## config.mk

```make
export PLATFORM = sky130hd
export DESIGN_NAME = pf_insn_queue
export DESIGN_NICKNAME = d
export VERILOG_FILES = /design/src/rtl/pf_insn_queue.sv
export SDC_FILE = /design/constraint.sdc
export NUM_CORES = 1
export LEC_CHECK = 0
export ABC_AREA = 1
export BUFFER_PORTS_ARGS = -buffer_cell sky130_fd_sc_hd__buf_2
export CORE_MARGIN = 5
export CORE_UTILIZATION = 45
export DETAILED_ROUTE_END_ITERATION = 6
export GPL_TIMING_DRIVEN = 1
export PLACE_DENSITY = 0.64
export SLEW_MARGIN = 30
export SYNTH_ARGS = -nofsm -noshare
export SYNTH_HDL_FRONTEND = slang
export SYNTH_SLANG_ARGS = --single-unit
```

## constraint.sdc

```tcl
create_clock -name i_clk -period 4.8 [get_ports i_clk]
set_input_delay 0.24 -clock i_clk [delete_from_list [all_inputs] [get_ports i_clk]]
set_output_delay 0.24 -clock i_clk [all_outputs]
set_load 0.05 [all_outputs]
```

## src/rtl/pf_insn_queue.sv

```systemverilog
// Instruction queue between prefetch and decode: buffers {illegal, pc, insn}
// words, flushes on branch/cache clear, and stops accepting after a bus error.
module pf_insn_queue #(
    parameter int AW         = 30,
    parameter int INSN_WIDTH = 32,
    parameter int LGDEPTH    = 2
) (
    input  logic                  i_clk,
    input  logic                  i_reset_n,
    input  logic                  i_new_pc,
    input  logic                  i_clear_cache,
    input  logic                  i_pf_valid,
    input  logic                  i_pf_illegal,
    input  logic [INSN_WIDTH-1:0] i_pf_insn,
    input  logic [AW-1:0]         i_pf_pc,
    output logic                  o_pf_ready,
    output logic                  o_valid,
    output logic                  o_illegal,
    output logic [INSN_WIDTH-1:0] o_insn,
    output logic [AW-1:0]         o_pc,
    input  logic                  i_ready,
    output logic [LGDEPTH:0]      o_fill
);

    localparam int DEPTH = 1 << LGDEPTH;
    localparam int EW    = 1 + AW + INSN_WIDTH;
    localparam logic [LGDEPTH:0] PTR_ONE = (LGDEPTH+1)'(1);

    logic [LGDEPTH:0] r_rd;
    logic [LGDEPTH:0] r_wr;
    logic             r_halt;
    logic [EW-1:0]    r_mem [DEPTH];

    logic          w_full;
    logic          w_flush;
    logic          w_push;
    logic          w_pop;
    logic [EW-1:0] w_head;

    // Extra pointer MSB distinguishes full from empty when the index bits match.
    assign w_full  = (r_wr[LGDEPTH] != r_rd[LGDEPTH]) &&
                     (r_wr[LGDEPTH-1:0] == r_rd[LGDEPTH-1:0]);
    assign w_flush = i_new_pc | i_clear_cache;

    assign o_fill     = r_wr - r_rd;
    assign o_valid    = (o_fill != '0);
    assign o_pf_ready = !w_full && !r_halt;

    assign w_push = i_pf_valid && o_pf_ready && !w_flush;
    assign w_pop  = o_valid && i_ready && !w_flush;

    always_ff @(posedge i_clk or negedge i_reset_n) begin
        if (!i_reset_n) begin
            r_rd   <= '0;
            r_wr   <= '0;
            r_halt <= 1'b0;
        end else if (w_flush) begin
            r_rd   <= '0;
            r_wr   <= '0;
            r_halt <= 1'b0;
        end else begin
            if (w_push) begin
                r_wr <= r_wr + PTR_ONE;
                if (i_pf_illegal)
                    r_halt <= 1'b1;
            end
            if (w_pop)
                r_rd <= r_rd + PTR_ONE;
        end
    end

    always_ff @(posedge i_clk) begin
        if (w_push)
            r_mem[r_wr[LGDEPTH-1:0]] <= {i_pf_illegal, i_pf_pc, i_pf_insn};
    end

    assign w_head    = r_mem[r_rd[LGDEPTH-1:0]];
    assign o_illegal = o_valid && w_head[EW-1];
    assign o_pc      = o_valid ? w_head[EW-2 -: AW] : '0;
    assign o_insn    = o_valid ? w_head[INSN_WIDTH-1:0] : '0;

endmodule

```

=== After elaboration in Yosys (flattened, before gate mapping) ===
Memory sizes are Yosys's and may differ from the RTL's.
Cells that the tools add are included.

* Register bits after elaboration: 7
* Bits in writable memories: 252
* Output and inout port bits: 68
* Memories: 1

{| class="wikitable"
|+ Memory list
! memory !! words !! width !! read ports !! clocked after Yosys merged registers in !! write ports !! line !! text
|-
| r_mem || 4 || 63 || 1 || 0 || 1 || 32 || <nowiki>logic [EW-1:0] r_mem [DEPTH];</nowiki>
|}

* Add/subtract/negate cells: 3
* Equality and inequality tests: 2
* Muxes and demuxes: 11
* Bitwise operators: 1
* Reduce and logical (&&, ||, !) cells: 15

{| class="wikitable"
|+ Operators with widths
! kind !! count
|-
| $mux 32 || 1
|-
| $mux 30 || 1
|-
| $mux 3 || 4
|-
| $logic_and 1x1->1 || 7
|-
| $add 3x1->3 const B || 2
|-
| $reduce_bool 2->1 || 3
|-
| $mux 1 || 5
|-
| $logic_not 1->1 || 3
|-
| $reduce_bool 3->1 || 1
|-
| $sub 3x3->3 || 1
|-
| $eq 2x2->1 || 1
|-
| $reduce_and 2->1 || 1
|-
| $ne 1x1->1 || 1
|-
| $or 1x1->1 || 1
|}

=== Longest topological paths before layout ===
Gate-level depths: netlist of the first run.

* Word-level depth: 8
* Gate-level depth with buffers: 11
* Mapped depth without buffers: 9

=== Worst setup path before layout of the first run ===
No wires, ideal clock.

* Path kind: reg2reg
* Start: register r_rd[1]
* End: memory r_mem[0][0] (netlist bit), enable pin
* Library setup time: 0.485 ns
* Arrival time: 4.224 ns
* Slack: 0.091 ns
* Stages on the path, launching flop included: 10
* Buffers on the path: 2
* Cells stage by stage: dfrtp_1 buf_4 clkinv_1 buf_2 ha_1 nand2_1 inv_1 nand3_1 nand4_1 nor2_1

* Longest elaborated chain between the ends: 8

{| class="wikitable"
|+ Ends and longest elaborated chain
! item !! line !! text
|-
| start, declared || 29 || <nowiki>logic [LGDEPTH:0] r_rd;</nowiki>
|-
| start signal, assigned || 68 || <nowiki>r_rd <= r_rd + PTR_ONE;</nowiki>
|-
| $eq 2x2->1 || 42 || <nowiki>(r_wr[LGDEPTH-1:0] == r_rd[LGDEPTH-1:0]);</nowiki>
|-
| $logic_and 1x1->1 || 41 || <nowiki>assign w_full = (r_wr[LGDEPTH] != r_rd[LGDEPTH]) &&</nowiki>
|-
| $logic_not 1->1 || 47 || <nowiki>assign o_pf_ready = !w_full && !r_halt;</nowiki>
|-
| $logic_and 1x1->1 || 47 ||
|-
| $logic_and 1x1->1 (2 in series) || 49 || <nowiki>assign w_push = i_pf_valid && o_pf_ready && !w_flush;</nowiki>
|-
| $mux 1 || 73 || <nowiki>if (w_push)</nowiki>
|-
| $mux 1 (not written as such) || 74 || <nowiki>r_mem[r_wr[LGDEPTH-1:0]] <= {i_pf_illegal, i_pf_pc, i_pf_insn};</nowiki>
|-
| end, declared || 32 ||
|}

Every way passes these cells.

=== Final worst setup path of the first run ===
* Start: register r_rd[0]
* End: output port o_insn[11]

* Longest elaborated chain between the ends: 3

{| class="wikitable"
|+ Ends and longest elaborated chain
! item !! line !! text
|-
| $sub 3x3->3 || 45 || <nowiki>assign o_fill = r_wr - r_rd;</nowiki>
|-
| $reduce_bool 3->1 || 46 || <nowiki>assign o_valid = (o_fill != '0);</nowiki>
|-
| $mux 32 (*) || 80 || <nowiki>assign o_insn = o_valid ? w_head[INSN_WIDTH-1:0] : '0;</nowiki>
|-
| end, declared || 19 || <nowiki>output logic [INSN_WIDTH-1:0] o_insn,</nowiki>
|}

Mark *: on every way between the ends. The rest lies on a longest branch, timed or not.

==> impl_metrics.csv, run 1 <==
group,metric,value,unit
outcome,status,"complete, no violations",
timing,timing.hold.ws,25.16,ps
critical_path,slowest_delay,700,ps
clocking,ctsRootBufferMaster,"clkbuf_16",
timing,rsz0062_at_grt,"no",
clocking,cts.sinks,259,
timing,hold_violations,0,
die,core-area,0.02264,mm^2
synthesis,ys_ff_latch,259,
drt,drtAntennaViolNets,0,
flow_run,drv_cap,0,
synthesis,avgSynthCellArea,12.69,um^2
synthesis,syn_area,0.01034,mm^2
global_routing,first_global_vias,6634,
timing,maxSlewHeadroom,42.12,%
global_routing,globalRouteTotalUtil,16.56,%
clocking,cts_resized,0,
hold_path,hold_path.class,"in2reg",
drt,avgRoutedWirePerCell,16.74,um
clocking,clkTransAtPathRegs,60,ps
critical_path,crit_family,"simple AND/OR/NAND/NOR gates",
clocking,cts-htree-levels,1,
clocking,clock_latency,520,ps
finish,finalInstanceArea,0.01275,mm^2
placed_design,place_area,0.01128,mm^2
die,dieHeight,161.6,um
critical_path,cp_slowest_cell,"dfrtp_4",
critical_path,endpoint_kind,"output port",
critical_path,critPathKind,"reg2out",
clocking,post_cts_buffers,0,
critical_path,crit_buf_inv,3,
global_routing,grt_pass1_wl,34.70,mm
clocking,clk_path_buf_depth,3,
critical_path,cp_cell_sequence,"ha_1, fa_1, nand2_1, inv_1, nand3_4, nand2_1, inv_1, buf_2",
finish,fillerInstances,1897,
drt,drc,0,
timing,setup-tns-final,0,ps
drt,wirelength,21.84,mm
drt,drt_iter0_drc,348,
timing,fin_ws,1172,ps
critical_path,cp_max_fo,68,
synthesis,syn_nets,892,
placed_design,place_ws,1649,ps
die,die-area,0.02612,mm^2
timing,tightest_slew,868.2,ps
timing,period_share,75.59,%
global_routing,grt_max_degree,128,
placed_design,port_buffers,136,
synthesis,yosys_warnings,0,
timing,skew,17.44,ps
critical_path,rrSetupSlack,1680,ps
power,ir_worst_vdd,0.3245,mV
drt,routed_via_density,5.052,
power,leakage,5.117,nW
finish,drive_gt1_share,18.92,%
timing,fin_crit,3628,ps
power,power.density,389.6,mW/mm^2
critical_path,worstPathRequired,4560,ps
die,floorplan.initialDensity,45.69,%
finish,final_common_cell,"edfxtp_1",
timing,slew_violations,0,
placed_design,hpwl,11.39,mm
drt,vias,6593,
timing,setup_viol,0,
critical_path,arrival,3390,ps
die,placementRows,55,
finish,syn_to_final_growth,23.25,%
clocking,postCtsHoldBufs,65,
clocking,numCtsBuffers,26,
global_routing,overflow,0,
global_routing,antenna_found_initial,1,
finish,nets,1080,
timing,fmax,275.6,MHz
critical_path,critical_path.startpoint_type,"flop",
die,die_w,161.6,um
drt,first_pass_iters,4,
synthesis,synth_seq_area_share,74.85,%
finish,antennaDiodeCount,0,
finish,layout_common_cells,"252 x edfxtp_1, 136 x buf_2, 130 x o21ai_0",
synthesis,synth_cell_types,24,
die,num_io_pins,137,
clocking,tritoncts,"built",
placed_design,place.gp.congestion,0.7556,
synthesis,synth_cells,815,
[cells by family (layout without fill, tap and decap cells)]
family                     Yosys count  count (layout)  synth area share [%]
adders and majority gates            8               8                 1.040
DFF                                259             259                 74.85
xor gates and xnor gates             2               2                0.1694
AOI/OAI and AO/OA                  194             194                 10.16
buffers and inverters              129             334                 5.334
and+or+nand+nor                    223             223                 8.443
[synthesized netlist by cell type]
| cell | count | area share (%) |
|---|---|---|
| xnor2_1 | 1 | 0.085 |
| nand2_1 | 76 | 2.8 |
| o22ai_1 | 63 | 3.8 |
| nor3_1 | 1 | 0.048 |
| clkinv_1 | 1 | 0.036 |
| nand2_2 | 1 | 0.061 |
| buf_4 | 2 | 0.15 |
| nor2_1 | 131 | 4.8 |
| buf_6 | 5 | 0.54 |
| inv_6 | 1 | 0.085 |
| a31oi_1 | 1 | 0.061 |
| inv_2 | 1 | 0.036 |
| o21ai_0 | 130 | 6.3 |
| nand3_2 | 2 | 0.19 |
| nand4_1 | 4 | 0.24 |
| nand3_1 | 8 | 0.39 |
| edfxtp_1 | 252 | 73 |
| clkbuf_1 | 27 | 0.98 |
| xor2_1 | 1 | 0.085 |
| fa_1 | 1 | 0.19 |
| buf_2 | 14 | 0.68 |
| inv_1 | 78 | 2.8 |
| dfrtp_1 | 7 | 1.7 |
| ha_1 | 7 | 0.85 |
[final timing paths]
check | startpoint | endpoint | depth (start not counted)
worst max-delay path | r_rd[0]$_DFFE_PN0P_ | o_insn[11] | 8
worst min-delay path | i_new_pc | r_wr[2]$_DFFE_PN0P_ | 4
worst max register to register | r_rd[0]$_DFFE_PN0P_ | r_mem[1][47]$_DFFE_PP_ | 7
worst min register to register | r_halt$_DFFE_PN0P_ | r_halt$_DFFE_PN0P_ | 2
max in group asynchronous | i_reset_n | r_rd[0]$_DFFE_PN0P_ | 2
min in group asynchronous | i_reset_n | r_halt$_DFFE_PN0P_ | 2
[layout make-up]
| cell class | instances | area, um^2 | area share [%] |
|---|---|---|---|
| clock buffers | 31 | 690.7 | 5.418 |
| flip-flops and latches | 259 | 7747 | 60.77 |
| inverters | 81 | 309.0 | 2.424 |
| multi-input cells | 427 | 2087 | 16.37 |
| well taps | 285 | 356.6 | 2.797 |
| clock inverters | 14 | 123.9 | 0.9716 |
| repair buffers | 208 | 1434 | 11.25 |
[through the flow]
| step | cells | total power [mW] | utilization, % |
|---|---|---|---|
| after floorplan | 815 | 2.921 | - |
| after global placement | 1195 | 3.053 | 49.84 |
| after detailed placement | 1195 | 3.060 | 49.84 |
| after CTS | 1305 | 5.017 | 56.31 |
| after global routing | 1305 | 5.156 | 56.31 |
| final | 1305 | 4.966 | 56.31 |
[per-layer routing]
| layer | vias up | track usage, % | wire [um] |
|---|---|---|---|
| met1 | 3156 | 21.44 | 9449 |
| li1 | 3256 | - | - |
| met3 | 34 | 2.603 | 997 |
| met5 | - | 0 | 11 |
| met4 | 2 | 3.883 | 383 |
| met2 | 145 | 29.54 | 11000 |
[registers in the layout, indices dropped and copies added, names as in the netlist]
| register | flops |
|---|---|
| r_mem | 252 |
| r_wr | 3 |
| r_rd | 3 |
| r_halt | 1 |
[where the power goes]
group          internal (mW)  switching, mW
sequential              2.51         0.0112
clock                   1.13          0.788
combinational          0.143          0.388
total                   3.78           1.19
[worst reg2reg max path, stage by stage, from the launching register on]
cell	delay, ps
dfrtp_4	780
ha_1	380
nand2_1	80
inv_1	50
nand3_1	90
nand4_1	500
nor2_4	470
buf_12	380
No activity file was read; power rests on OpenSTA's default activity.
==> run 2: changes to the inputs <==
- ABC_AREA: 1 -> 0
- PLACE_DENSITY: 0.64 -> 0.62
- clock period: 4.8 -> 3.45 ns (I/O delays scaled with it)
==> run 2 against run 1 <==
Global-route usage fell by 1.6 points. Final area rose by 3.4%. Flip-flop and latch count did not move. Highest routed layer unchanged. Worst hold slack got worse by 17 ps.
==> impl_metrics.csv, run 2 <==
group,metric,value,unit
critical_path,critPathKind,"reg2out",
clocking,clk_path_buf_depth,3,
placed_design,hpwl,11.73,mm
die,die_w,163.0,um
critical_path,cp_slowest_cell,"dfrtp_4",
drt,drt_iter0_drc,260,
die,floorplan.initialDensity,45.30,%
clocking,numCtsBuffers,26,
global_routing,grt_max_degree,67,
power,sw_frac_of_total,23.51,%
die,num_io_pins,137,
synthesis,yosys.area.top_type_share,71.80,%
clocking,cts.sinks,259,
placed_design,port_buffers,136,
die,dieHeight,163.0,um
critical_path,endpoint_kind,"output port",
drt,wirelength,19.61,mm
die,placementRows,56,
timing,setup_viol,0,
global_routing,first_global_vias,5471,
timing,rsz0062_at_grt,"no",
clocking,clock_latency,520,ps
placed_design,place.gp.congestion,0.6739,
clocking,cts-htree-levels,1,
synthesis,syn_nets,536,
finish,final_common_cell,"edfxtp_1",
synthesis,yosys-top-cells-count,"252 x edfxtp_1, 63 x mux4_2, 49 x nor2b_4",
drt,avgRoutedWirePerCell,19.13,um
power,power.density,531.3,mW/mm^2
finish,drive_gt1_share,45.39,%
finish,syn_to_final_growth,25.05,%
drt,drc,0,
critical_path,reg2regPathDepth,5,
power,leakage,4.658,nW
timing,maxSlewHeadroom,56.35,%
power,seq_power_share,49.9,%
timing,setup-tns-final,0,ps
critical_path,cp_max_fo,26,
finish,nets,762,
timing,timing.hold.ws,8.561,ps
global_routing,grt_pass1_wl,30.71,mm
synthesis,yosys_warnings,0,
synthesis,synth_cells,459,
die,die-area,0.02658,mm^2
global_routing,overflow,0,
synthesis,synth_seq_area_share,73.47,%
die,core-area,0.02326,mm^2
power,ir_worst_vdd,0.3584,mV
flow_run,drv_cap,0,
synthesis,synth.area.top_cells,"edfxtp_1 72%, mux4_2 13%, nor2b_4 6.4%, dfrtp_1 1.7%, buf_12 1.1%",
critical_path,worstPathRequired,3280,ps
clocking,tritoncts,"built",
clocking,clkTransAtPathRegs,60,ps
hold_path,hold_path.class,"in2async",
synthesis,ys_async_sr_fraction,2.703,%
drt,drtAntennaViolNets,0,
synthesis,syn_area,0.01054,mm^2
outcome,status,"complete, no violations",
critical_path,arrival,2990,ps
critical_path,cp_cell_sequence,"fa_1, xnor3_1, and2_4, buf_4, nor2b_1, buf_2",
drt,vias,5044,
timing,hold_violations,0,
global_routing,antenna_found_initial,2,
power,power_frac_comb,11.7,%
critical_path,critical_path.startpoint_type,"flop",
global_routing,globalRouteTotalUtil,14.94,%
timing,fmax,315.8,MHz
synthesis,synth_ff_type,"edfxtp_1",
finish,layout_common_cells,"252 x edfxtp_1, 136 x buf_2, 67 x dlygate4sd3_1",
timing,tightest_slew,654.7,ps
critical_path,slowest_delay,650,ps
drt,routed_via_density,4.921,
synthesis,synth_edf_count,252,
power,internal-power,5.356,mW
synthesis,avgSynthCellArea,22.96,um^2
timing,skew,11.10,ps
synthesis,synth_cell_types,30,
finish,largest_register_ffs,252,
timing,period_share,91.80,%
synthesis,yosysTopAreaCell,"edfxtp_1",
power,pwr-share-clk,38.4,%
timing,slew_violations,0,
synthesis,ys_ff_latch,259,
power,power.switching,1.646,mW
clocking,ctsRootBufferMaster,"clkbuf_16",
synthesis,synth_most_common_cell,"edfxtp_1",
drt,first_pass_iters,4,
timing,fin_crit,3167,ps
## run 2: what timing repair did
item	CTS	global route
hold buffers	67	0
buffers inserted	0	3
endpoints found under the setup margin	0	48
gates resized for setup	0	0
hold endpoints to repair	262	0
## run 2: cell families (layout without fill, tap and decap cells)
logic type | Yosys count | count (layout) | share of synthesized area [%]
AO/OA/AOI/OAI | 6 | 6 | 0.4868
XOR/XNOR | 2 | 2 | 0.2968
adder cells (fa/ha/maj) | 8 | 8 | 1.021
buffers and inverters | 30 | 276 | 2.184
flip-flops | 259 | 259 | 73.47
multiplexers | 69 | 69 | 14.03
other | 0 | 1 | 0
AND/OR/NAND/NOR | 85 | 85 | 8.512
## run 2: critical path, delay by kind of cell (launching register included)
kind | cells | cell delay [ps]
XOR/XNOR | 1 | 460
adder cells (fa/ha/maj) | 1 | 470
flip-flops | 1 | 650
AND/OR/NAND/NOR | 2 | 380
buffers and inverters | 2 | 510
## run 2: metrics by stage
| step | area, um^2 | setup WS [ps] | cells | utilization, % | power, mW |
|---|---|---|---|---|---|
| 2_1_floorplan | 10540 | 368.9 | 459 | - | 4.155 |
| 3_3_place_gp | 11660 | 638.0 | 906 | 50.14 | 4.312 |
| 3_5_place_dp | 11660 | 583.1 | 906 | 50.14 | 4.324 |
| 4_1_cts | 13150 | 36.51 | 1021 | 56.55 | 7.071 |
| 5_1_grt | 13180 | 113.4 | 1025 | 56.65 | 7.252 |
| 6_report | 13180 | 283.0 | 1025 | 56.65 | 7.001 |
## run 2: path summary, 6_finish.rpt
| kind | startpoint | to | slack [ps] |
|---|---|---|---|
| worst max-delay path | r_rd[1]$_DFFE_PN0P_ | o_insn[28] | 280 |
| worst min-delay path | i_reset_n | r_rd[2]$_DFFE_PN0P_ | 9 |
| worst max register to register | r_rd[1]$_DFFE_PN0P_ | r_mem[2][32]$_DFFE_PP_ | 710 |
| worst min register to register | r_rd[2]$_DFFE_PN0P_ | r_rd[2]$_DFFE_PN0P_ | 600 |
| max in group asynchronous | i_reset_n | r_rd[1]$_DFFE_PN0P_ | 3240 |
| min in group i_clk | i_ready | r_rd[2]$_DFFE_PN0P_ | 20 |
## run 2: final cells by class
cell class	instances	area, um^2
inverters	8	30.03
fillers	1809	10080
flip-flops and latches	259	7750
multi-input cells	170	2586
diodes	1	2.502
well taps	319	399.1
clock inverters	16	125.1
repair buffers	220	1592
clock buffers	32	694.4
## run 2: power by group through the flow
| stage | Combinational (mW) | Clock [mW] | Sequential, mW |
|---|---|---|---|
| after floorplan | 0.594 | 0 | 3.56 |
| after global placement | 0.753 | 0 | 3.56 |
| after detailed placement | 0.762 | 0 | 3.56 |
| after CTS | 0.827 | 2.75 | 3.49 |
| after global routing | 0.868 | 2.89 | 3.49 |
| final | 0.821 | 2.69 | 3.49 |
## run 2: layer usage
layer	up-vias	wire length, um	track usage (%)
met3	23	968	2.952
met5	-	7	0
li1	2302	-	-
met1	2606	8396	20.02
met2	111	9958	25.45
met4	2	281	3.736
